## src/rtl/fetch_unit_pkg.sv

```systemverilog
// fetch_unit_pkg -- shared core definitions for the instruction fetch slice.
//   XLEN / INST_W     : address and instruction word widths
//   RESET_PC_DEFAULT  : first fetch address after reset
//   EBREAK_INST       : ebreak encoding, kept here for the rest of the core
//   fetch_entry_t     : one prefetch FIFO entry {pc, inst}
//   word_align()      : clears the byte-offset bits of an address
package fetch_unit_pkg;

  localparam int XLEN   = 32;
  localparam int INST_W = 32;

  localparam logic [XLEN-1:0]   RESET_PC_DEFAULT = 32'h8000_0000;
  localparam logic [INST_W-1:0] EBREAK_INST      = 32'h0010_0073;

  typedef struct packed {
    logic [XLEN-1:0]   pc;
    logic [INST_W-1:0] inst;
  } fetch_entry_t;

  function automatic logic [XLEN-1:0] word_align(input logic [XLEN-1:0] addr);
    return {addr[XLEN-1:2], 2'b00};
  endfunction

endpackage

```

## src/rtl/fetch_unit_if.sv

```systemverilog
// fetch_unit_if -- bundles the fetch unit's redirect, memory and decode
// handshakes.
//   master : the fetch unit (drives mem_req_*, inst_valid/data/pc)
//   slave  : the surroundings (execute redirect, instruction memory, decode)
interface fetch_unit_if;
  import fetch_unit_pkg::*;

  logic              redirect_valid;
  logic [XLEN-1:0]   redirect_pc;
  logic              mem_req_valid;
  logic [XLEN-1:0]   mem_req_addr;
  logic              mem_req_ready;
  logic              mem_resp_valid;
  logic [INST_W-1:0] mem_resp_data;
  logic              inst_valid;
  logic [INST_W-1:0] inst_data;
  logic [XLEN-1:0]   inst_pc;
  logic              inst_ready;

  modport master (
    input  redirect_valid, redirect_pc, mem_req_ready, mem_resp_valid,
           mem_resp_data, inst_ready,
    output mem_req_valid, mem_req_addr, inst_valid, inst_data, inst_pc
  );

  modport slave (
    output redirect_valid, redirect_pc, mem_req_ready, mem_resp_valid,
           mem_resp_data, inst_ready,
    input  mem_req_valid, mem_req_addr, inst_valid, inst_data, inst_pc
  );

endinterface

```

## src/rtl/fetch_fifo.sv

```systemverilog
// fetch_fifo -- prefetch queue of {pc, inst} entries between fetch and decode.
//   clk, rst   : clock, synchronous active-high reset
//   flush      : empties the queue; wins over push/pop in the same cycle
//   push       : writes push_data at the tail (caller never pushes when full)
//   pop        : drops the head (caller never pops when empty)
//   head       : entry at the head of the queue
//   count      : number of valid entries, 0..DEPTH
module fetch_fifo
  import fetch_unit_pkg::*;
#(
  parameter int DEPTH = 4
) (
  input  logic                       clk,
  input  logic                       rst,
  input  logic                       flush,
  input  logic                       push,
  input  logic                       pop,
  input  fetch_entry_t               push_data,
  output fetch_entry_t               head,
  output logic [$clog2(DEPTH):0]     count
);

  localparam int PTR_W = $clog2(DEPTH);

  fetch_entry_t     store_q [DEPTH];
  logic [PTR_W-1:0] wr_ptr;
  logic [PTR_W-1:0] rd_ptr;

  // DEPTH is a power of two, so the pointers wrap naturally.
  always_ff @(posedge clk) begin
    if (rst || flush) begin
      wr_ptr <= '0;
      rd_ptr <= '0;
      count  <= '0;
    end else begin
      if (push) wr_ptr <= wr_ptr + 1'b1;
      if (pop)  rd_ptr <= rd_ptr + 1'b1;
      case ({push, pop})
        2'b10:   count <= count + 1'b1;
        2'b01:   count <= count - 1'b1;
        default: count <= count;
      endcase
    end
  end

  always_ff @(posedge clk) begin
    if (!rst && !flush && push) store_q[wr_ptr] <= push_data;
  end

  assign head = store_q[rd_ptr];

endmodule

```

## src/rtl/fetch_unit.sv

```systemverilog
// fetch_unit -- instruction fetch with a single outstanding memory request
// and a DEPTH-entry prefetch FIFO toward decode.
//   clk, rst : clock, synchronous active-high reset
//   bus      : fetch_unit_if.master
//              redirect_valid/pc     : flush and restart fetch at a new pc
//              mem_req_valid/addr/ready : instruction read request
//              mem_resp_valid/data   : in-order read data
//              inst_valid/data/pc/ready : decode-side FIFO head
module fetch_unit
  import fetch_unit_pkg::*;
#(
  parameter logic [XLEN-1:0] RESET_PC = RESET_PC_DEFAULT,
  parameter int              DEPTH    = 4
) (
  input  logic         clk,
  input  logic         rst,
  fetch_unit_if.master bus
);

  localparam int               CNT_W      = $clog2(DEPTH) + 1;
  localparam logic [CNT_W-1:0] FULL_COUNT = CNT_W'(DEPTH);

  typedef enum logic [1:0] {FETCH, WAIT, DROP} state_t;

  state_t          state_q, state_d;
  logic [XLEN-1:0] fetch_pc_q, fetch_pc_d;
  logic [XLEN-1:0] req_pc_q, req_pc_d;

  logic             req_fire;
  logic             push, pop, flush;
  fetch_entry_t     push_data, head;
  logic [CNT_W-1:0] count;

  // Requests are only offered while the FIFO can absorb the reply, which is
  // what keeps the single outstanding response from overflowing it.
  assign bus.mem_req_valid = (state_q == FETCH) && (count < FULL_COUNT) && !rst;
  assign bus.mem_req_addr  = fetch_pc_q;
  assign req_fire          = bus.mem_req_valid && bus.mem_req_ready;

  assign bus.inst_valid = (count != '0);
  assign bus.inst_data  = bus.inst_valid ? head.inst : '0;
  assign bus.inst_pc    = bus.inst_valid ? head.pc   : '0;
  assign pop            = bus.inst_valid && bus.inst_ready;

  assign push_data = '{pc: req_pc_q, inst: bus.mem_resp_data};

  // A redirect overrides everything: the FIFO is flushed, and if a reply is
  // still owed (including one for a request accepted this very cycle) it
  // must be swallowed in DROP before fetching from the new pc.
  always_comb begin
    state_d    = state_q;
    fetch_pc_d = fetch_pc_q;
    req_pc_d   = req_pc_q;
    push       = 1'b0;
    flush      = 1'b0;
    if (bus.redirect_valid) begin
      flush      = 1'b1;
      fetch_pc_d = word_align(bus.redirect_pc);
      if ((state_q == FETCH && req_fire) ||
          (state_q != FETCH && !bus.mem_resp_valid))
        state_d = DROP;
      else
        state_d = FETCH;
    end else begin
      unique case (state_q)
        FETCH: begin
          if (req_fire) begin
            state_d    = WAIT;
            req_pc_d   = fetch_pc_q;
            fetch_pc_d = fetch_pc_q + 32'd4;
          end
        end
        WAIT: begin
          if (bus.mem_resp_valid) begin
            push    = 1'b1;
            state_d = FETCH;
          end
        end
        DROP: begin
          if (bus.mem_resp_valid) state_d = FETCH;
        end
        default: state_d = FETCH;
      endcase
    end
  end

  always_ff @(posedge clk) begin
    if (rst) begin
      state_q    <= FETCH;
      fetch_pc_q <= RESET_PC;
      req_pc_q   <= '0;
    end else begin
      state_q    <= state_d;
      fetch_pc_q <= fetch_pc_d;
      req_pc_q   <= req_pc_d;
    end
  end

  fetch_fifo #(.DEPTH(DEPTH)) u_fifo (
    .clk       (clk),
    .rst       (rst),
    .flush     (flush),
    .push      (push),
    .pop       (pop),
    .push_data (push_data),
    .head      (head),
    .count     (count)
  );

endmodule

```

## src/flat_wrapper.sv

```systemverilog
// flat-port wrapper written by rule: the top's interface ports become plain ports
module fetch_unit_flat import fetch_unit_pkg::*;
#(
  parameter logic [XLEN-1:0] RESET_PC = RESET_PC_DEFAULT,
  parameter int              DEPTH    = 4
)
  (clk, rst, bus_redirect_valid, bus_redirect_pc, bus_mem_req_ready, bus_mem_resp_valid, bus_mem_resp_data, bus_inst_ready, bus_mem_req_valid, bus_mem_req_addr, bus_inst_valid, bus_inst_data, bus_inst_pc);
  fetch_unit_if bus_i ();
  input  logic clk;
  input  logic rst;
  input wire logic [$bits(bus_i.redirect_valid)-1:0] bus_redirect_valid;
  input wire logic [$bits(bus_i.redirect_pc)-1:0] bus_redirect_pc;
  input wire logic [$bits(bus_i.mem_req_ready)-1:0] bus_mem_req_ready;
  input wire logic [$bits(bus_i.mem_resp_valid)-1:0] bus_mem_resp_valid;
  input wire logic [$bits(bus_i.mem_resp_data)-1:0] bus_mem_resp_data;
  input wire logic [$bits(bus_i.inst_ready)-1:0] bus_inst_ready;
  output wire logic [$bits(bus_i.mem_req_valid)-1:0] bus_mem_req_valid;
  output wire logic [$bits(bus_i.mem_req_addr)-1:0] bus_mem_req_addr;
  output wire logic [$bits(bus_i.inst_valid)-1:0] bus_inst_valid;
  output wire logic [$bits(bus_i.inst_data)-1:0] bus_inst_data;
  output wire logic [$bits(bus_i.inst_pc)-1:0] bus_inst_pc;
  assign bus_i.redirect_valid = bus_redirect_valid;
  assign bus_i.redirect_pc = bus_redirect_pc;
  assign bus_i.mem_req_ready = bus_mem_req_ready;
  assign bus_i.mem_resp_valid = bus_mem_resp_valid;
  assign bus_i.mem_resp_data = bus_mem_resp_data;
  assign bus_i.inst_ready = bus_inst_ready;
  assign bus_mem_req_valid = bus_i.mem_req_valid;
  assign bus_mem_req_addr = bus_i.mem_req_addr;
  assign bus_inst_valid = bus_i.inst_valid;
  assign bus_inst_data = bus_i.inst_data;
  assign bus_inst_pc = bus_i.inst_pc;
  fetch_unit #(.RESET_PC(RESET_PC), .DEPTH(DEPTH)) u_core (.clk(clk), .rst(rst), .bus(bus_i));
endmodule
```

## config.mk

```make
export PLATFORM = sky130hd
export DESIGN_NAME = fetch_unit_flat
export DESIGN_NICKNAME = d
export VERILOG_FILES = /design/src/rtl/fetch_unit_pkg.sv /design/src/rtl/fetch_unit_if.sv /design/src/rtl/fetch_fifo.sv /design/src/rtl/fetch_unit.sv /design/src/flat_wrapper.sv
export SDC_FILE = /design/constraint.sdc
export NUM_CORES = 1
export LEC_CHECK = 0
export ABC_CLOCK_PERIOD_IN_PS = 7500
export BUFFER_PORTS_ARGS = -buffer_cell sky130_fd_sc_hd__buf_2
export CORE_MARGIN = 2
export CORE_UTILIZATION = 58
export DETAILED_ROUTE_END_ITERATION = 6
export GPL_TIMING_DRIVEN = 0
export PLACE_DENSITY = 0.8
export SLEW_MARGIN = 20
export SYNTH_ARGS = -nofsm -noshare
export SYNTH_HDL_FRONTEND = slang
export SYNTH_HIERARCHICAL = 1
export SYNTH_SLANG_ARGS = --single-unit
```

## constraint.sdc

```tcl
create_clock -name clk -period 7.5 [get_ports clk]
set_clock_uncertainty 0.2 [all_clocks]
set_input_delay 1.5 -clock clk [delete_from_list [all_inputs] [get_ports clk]]
set_output_delay 1.5 -clock clk [all_outputs]
set_load 0.005 [all_outputs]
```

==> impl_metrics.toml <==
[critical_path]
critPathBufInv = 5
path_class = "primary input to output pin"
cp-end-kind = "output pin"
crit_chain = "buf_2, buf_6, clkbuf_1, clkbuf_1, nor3b_1, buf_2"
slowest_stage = "clkbuf_1"
max_stage_delay_ns = 0.50
critPathRequiredTime_ns = 5.80
worstPathMaxFanout = 10
critPathLaunchType = "primary input"
worstPathArrival_ns = 2.97
cp_top_family = "buffers and inverters"

[synth]
yosysWarningCount = 6
yosysTopAreaCellShare_pct = 58.1
synth.top_cells.by_count = "256 x edfxtp_1, 81 x nand2_1, 71 x dfxtp_1"
yosysTopAreaCell = "edfxtp_1"
synthFlopType = "edfxtp_1"
ys_ff_latch = 327
synthCells = 843
synth-edff-count = 256
avgSynthCellArea_um2 = 15.7
synthTopCellsByArea = "edfxtp_1 58%, dfxtp_1 11%, mux4_2 10%"
synth.most_common_cell = "edfxtp_1"
yosysUniqueCellTypes = 50
synthArstFlopShare_pct = 0
synth_area_um2 = 13200
ys_seq_area_share_pct = 68.9

[routing]
drt-total-wl_mm = 27.6
dr.first_iter.drc_count = 598
vias_per_cell = 5.84
vias = 7959
detail_route.first_pass.iterations = 5
wl_per_cell_um = 20.3
ant_nets = 0
drc = 0

[clock_network]
cts-resized-gates = 0
cts_sinks = 327
clock_latency_ns = 0.56
cts_post_setup_buffers_inserted = 0
numCtsBuffers = 31
clockBufferDepth = 3
cts.hold.buffers_added = 0
clk_pin_slew_ns = 0.06
tritoncts = "built"
htree_levels = 1
cts_root_buf = "clkbuf_16"

[final_layout]
fill_cells = 1494
diodes = 0
nNetsFinal = 1131
area_growth_syn_to_layout_pct = 17.6
post-route-util_pct = 69.1
instances_no_fill = 1362
ff_latch_area_um2 = 9110
drive_gt1_share_pct = 28.2
multi_input_area_um2 = 3800

[power]
p_total_mw = 3.59
p_seq_share_pct = 55.4
cellPowerDensity_nw_per_um2 = 231
switchingPower_mw = 0.728
p_leak_nw = 5.41
clkPwrFrac_pct = 41.5
power_frac_comb_pct = 3.1
internal-power_mw = 2.86
p_sw_share_pct = 20.3
ir_worst_vdd_mv = 0.158

[floorplanning]
initial_core_util_pct = 58.8
core_area_um2 = 22500
fp.dieH_um = 155
die-area_um2 = 24000
fp-row-count = 55
pin_count = 168
dieWidth_um = 155

[global_route]
overflow = 0
antenna_found_initial = 0
grt_max_degree = 46
grt_pass1_vias = 7796
grt_pass1_wl_mm = 42.3
grtUsageTotal_pct = 22.8

[placed_design]
port_buffers = 163
place_congestion = 0.918
dp_cells = 1304
hpwl_mm = 18.1

[sta]
max_clock_freq_mhz = 214
rsz0062_at_grt = "false"
tightest_slew_ns = 0.751
fin_crit_sh_pct = 62.3
timing.slew.headroom_pct = 49.5
fin_crit_ns = 4.67
hold_violations = 0
finalSetupViolCount = 0
setup_tns_ns = 0
drv_slew = 0

[worst_hold_path]
worstHoldPathType = "flop to flop"

[run_status]
status = "completed"

[run]
drv_cap = 0
[final timing paths]
kind | from | endpoint | slack, ns | depth (start not counted)
setup / recovery | rst | bus_mem_req_valid | 2.83 | 6
hold / removal | u_core/req_pc_q[9] | u_core/req_pc_q[9] | 0.30 | 2
setup reg to reg | u_core/u_fifo/count[2] | u_core/u_fifo/count[2] | 4.42 | 8
hold reg to reg | u_core/req_pc_q[9] | u_core/req_pc_q[9] | 0.30 | 2
[power groups by stage]
stage	clock (mW)	combinational (mW)	sequential, mW
after global placement	0	0.107	2.02
after global routing	1.58	0.123	1.99
after detailed placement	0	0.110	2.03
after floorplan	0	0.0537	2.02
after CTS	1.51	0.110	1.99
final	1.49	0.111	1.99
[placed cells by master, fill, tap and decap left out, drive strengths merged, types with 3 or more instances in the layout]
cell	Yosys	routed
a2111oi	5	5
a211oi	9	9
a21oi	38	38
a311oi	13	13
and2	68	68
and3	9	9
and4	7	7
buf	20	187
clkbuf	32	75
clkinv	1	11
clkinvlp	0	3
conb	1	10
dfxtp	71	71
edfxtp	256	256
ha	8	8
inv	11	12
mux4	64	64
nand2	81	81
nand3	13	13
nand4	7	7
nand4bb	3	3
nor2	37	37
nor2b	5	5
nor3	9	9
nor3b	4	4
nor4	4	4
o21ai	11	11
o31ai	3	3
or2	4	4
or3	12	12
or4	7	7
xnor2	7	7
xor2	6	6
[sequential cells by signal, summed over array words and instances (netlist names), named ones only]
register	count
u_core/state_q	2
u_core/req_pc_q	30
u_core/u_fifo/count	3
u_core/u_fifo/wr_ptr	2
u_core/u_fifo/store_q	256
u_core/u_fifo/rd_ptr	2
u_core/bus.mem_req_addr	30
[final cells by class]
| class | instances | share of cell area [%] |
|---|---|---|
| repair buffers | 167 | 5.95 |
| multi-input cells | 461 | 24.4 |
| clock buffers | 43 | 5.66 |
| clock inverters | 15 | 0.700 |
| inverters | 12 | 0.290 |
| flip-flops and latches | 327 | 58.6 |
| well taps | 285 | 2.29 |
| plain buffers | 52 | 2.09 |
[logic make-up after synthesis]
kind of cell,share of synthesized area (%)
AO/OA/AOI/OAI,4.39
XOR/XNOR,0.861
adder cells (fa/ha/maj),0.908
buffers and inverters,2.80
flip-flops,68.9
multiplexers,11.2
other,0.0283
AND/OR/NAND/NOR,11.0
[metal layers]
layer	GRT usage (%)	wire length (um)
met1	31.6	11600
met2	37.8	13300
met3	4.04	2110
met4	6.83	684
met5	0	0
[worst reg2reg max path, delay by kind of cell, from the launching register on]
family	cells	cell delay (ns)
flops	1	0.39
buf+inv	1	0.32
xor+xnor	1	0.18
fa+ha+maj	2	0.66
simple gates	3	1.09
compound gates	1	0.17
[stage by stage]
stage,hold slack [ns],instance area (um2),setup slack (ns)
after CTS,0.306,15600,2.87
after global routing,0.331,15600,2.76
after global placement,0.279,14400,1.22
after floorplan,0.260,13300,2.81
after detailed placement,0.299,14600,2.71
final,0.303,15600,2.83
Power figures use the tool's default switching activity.
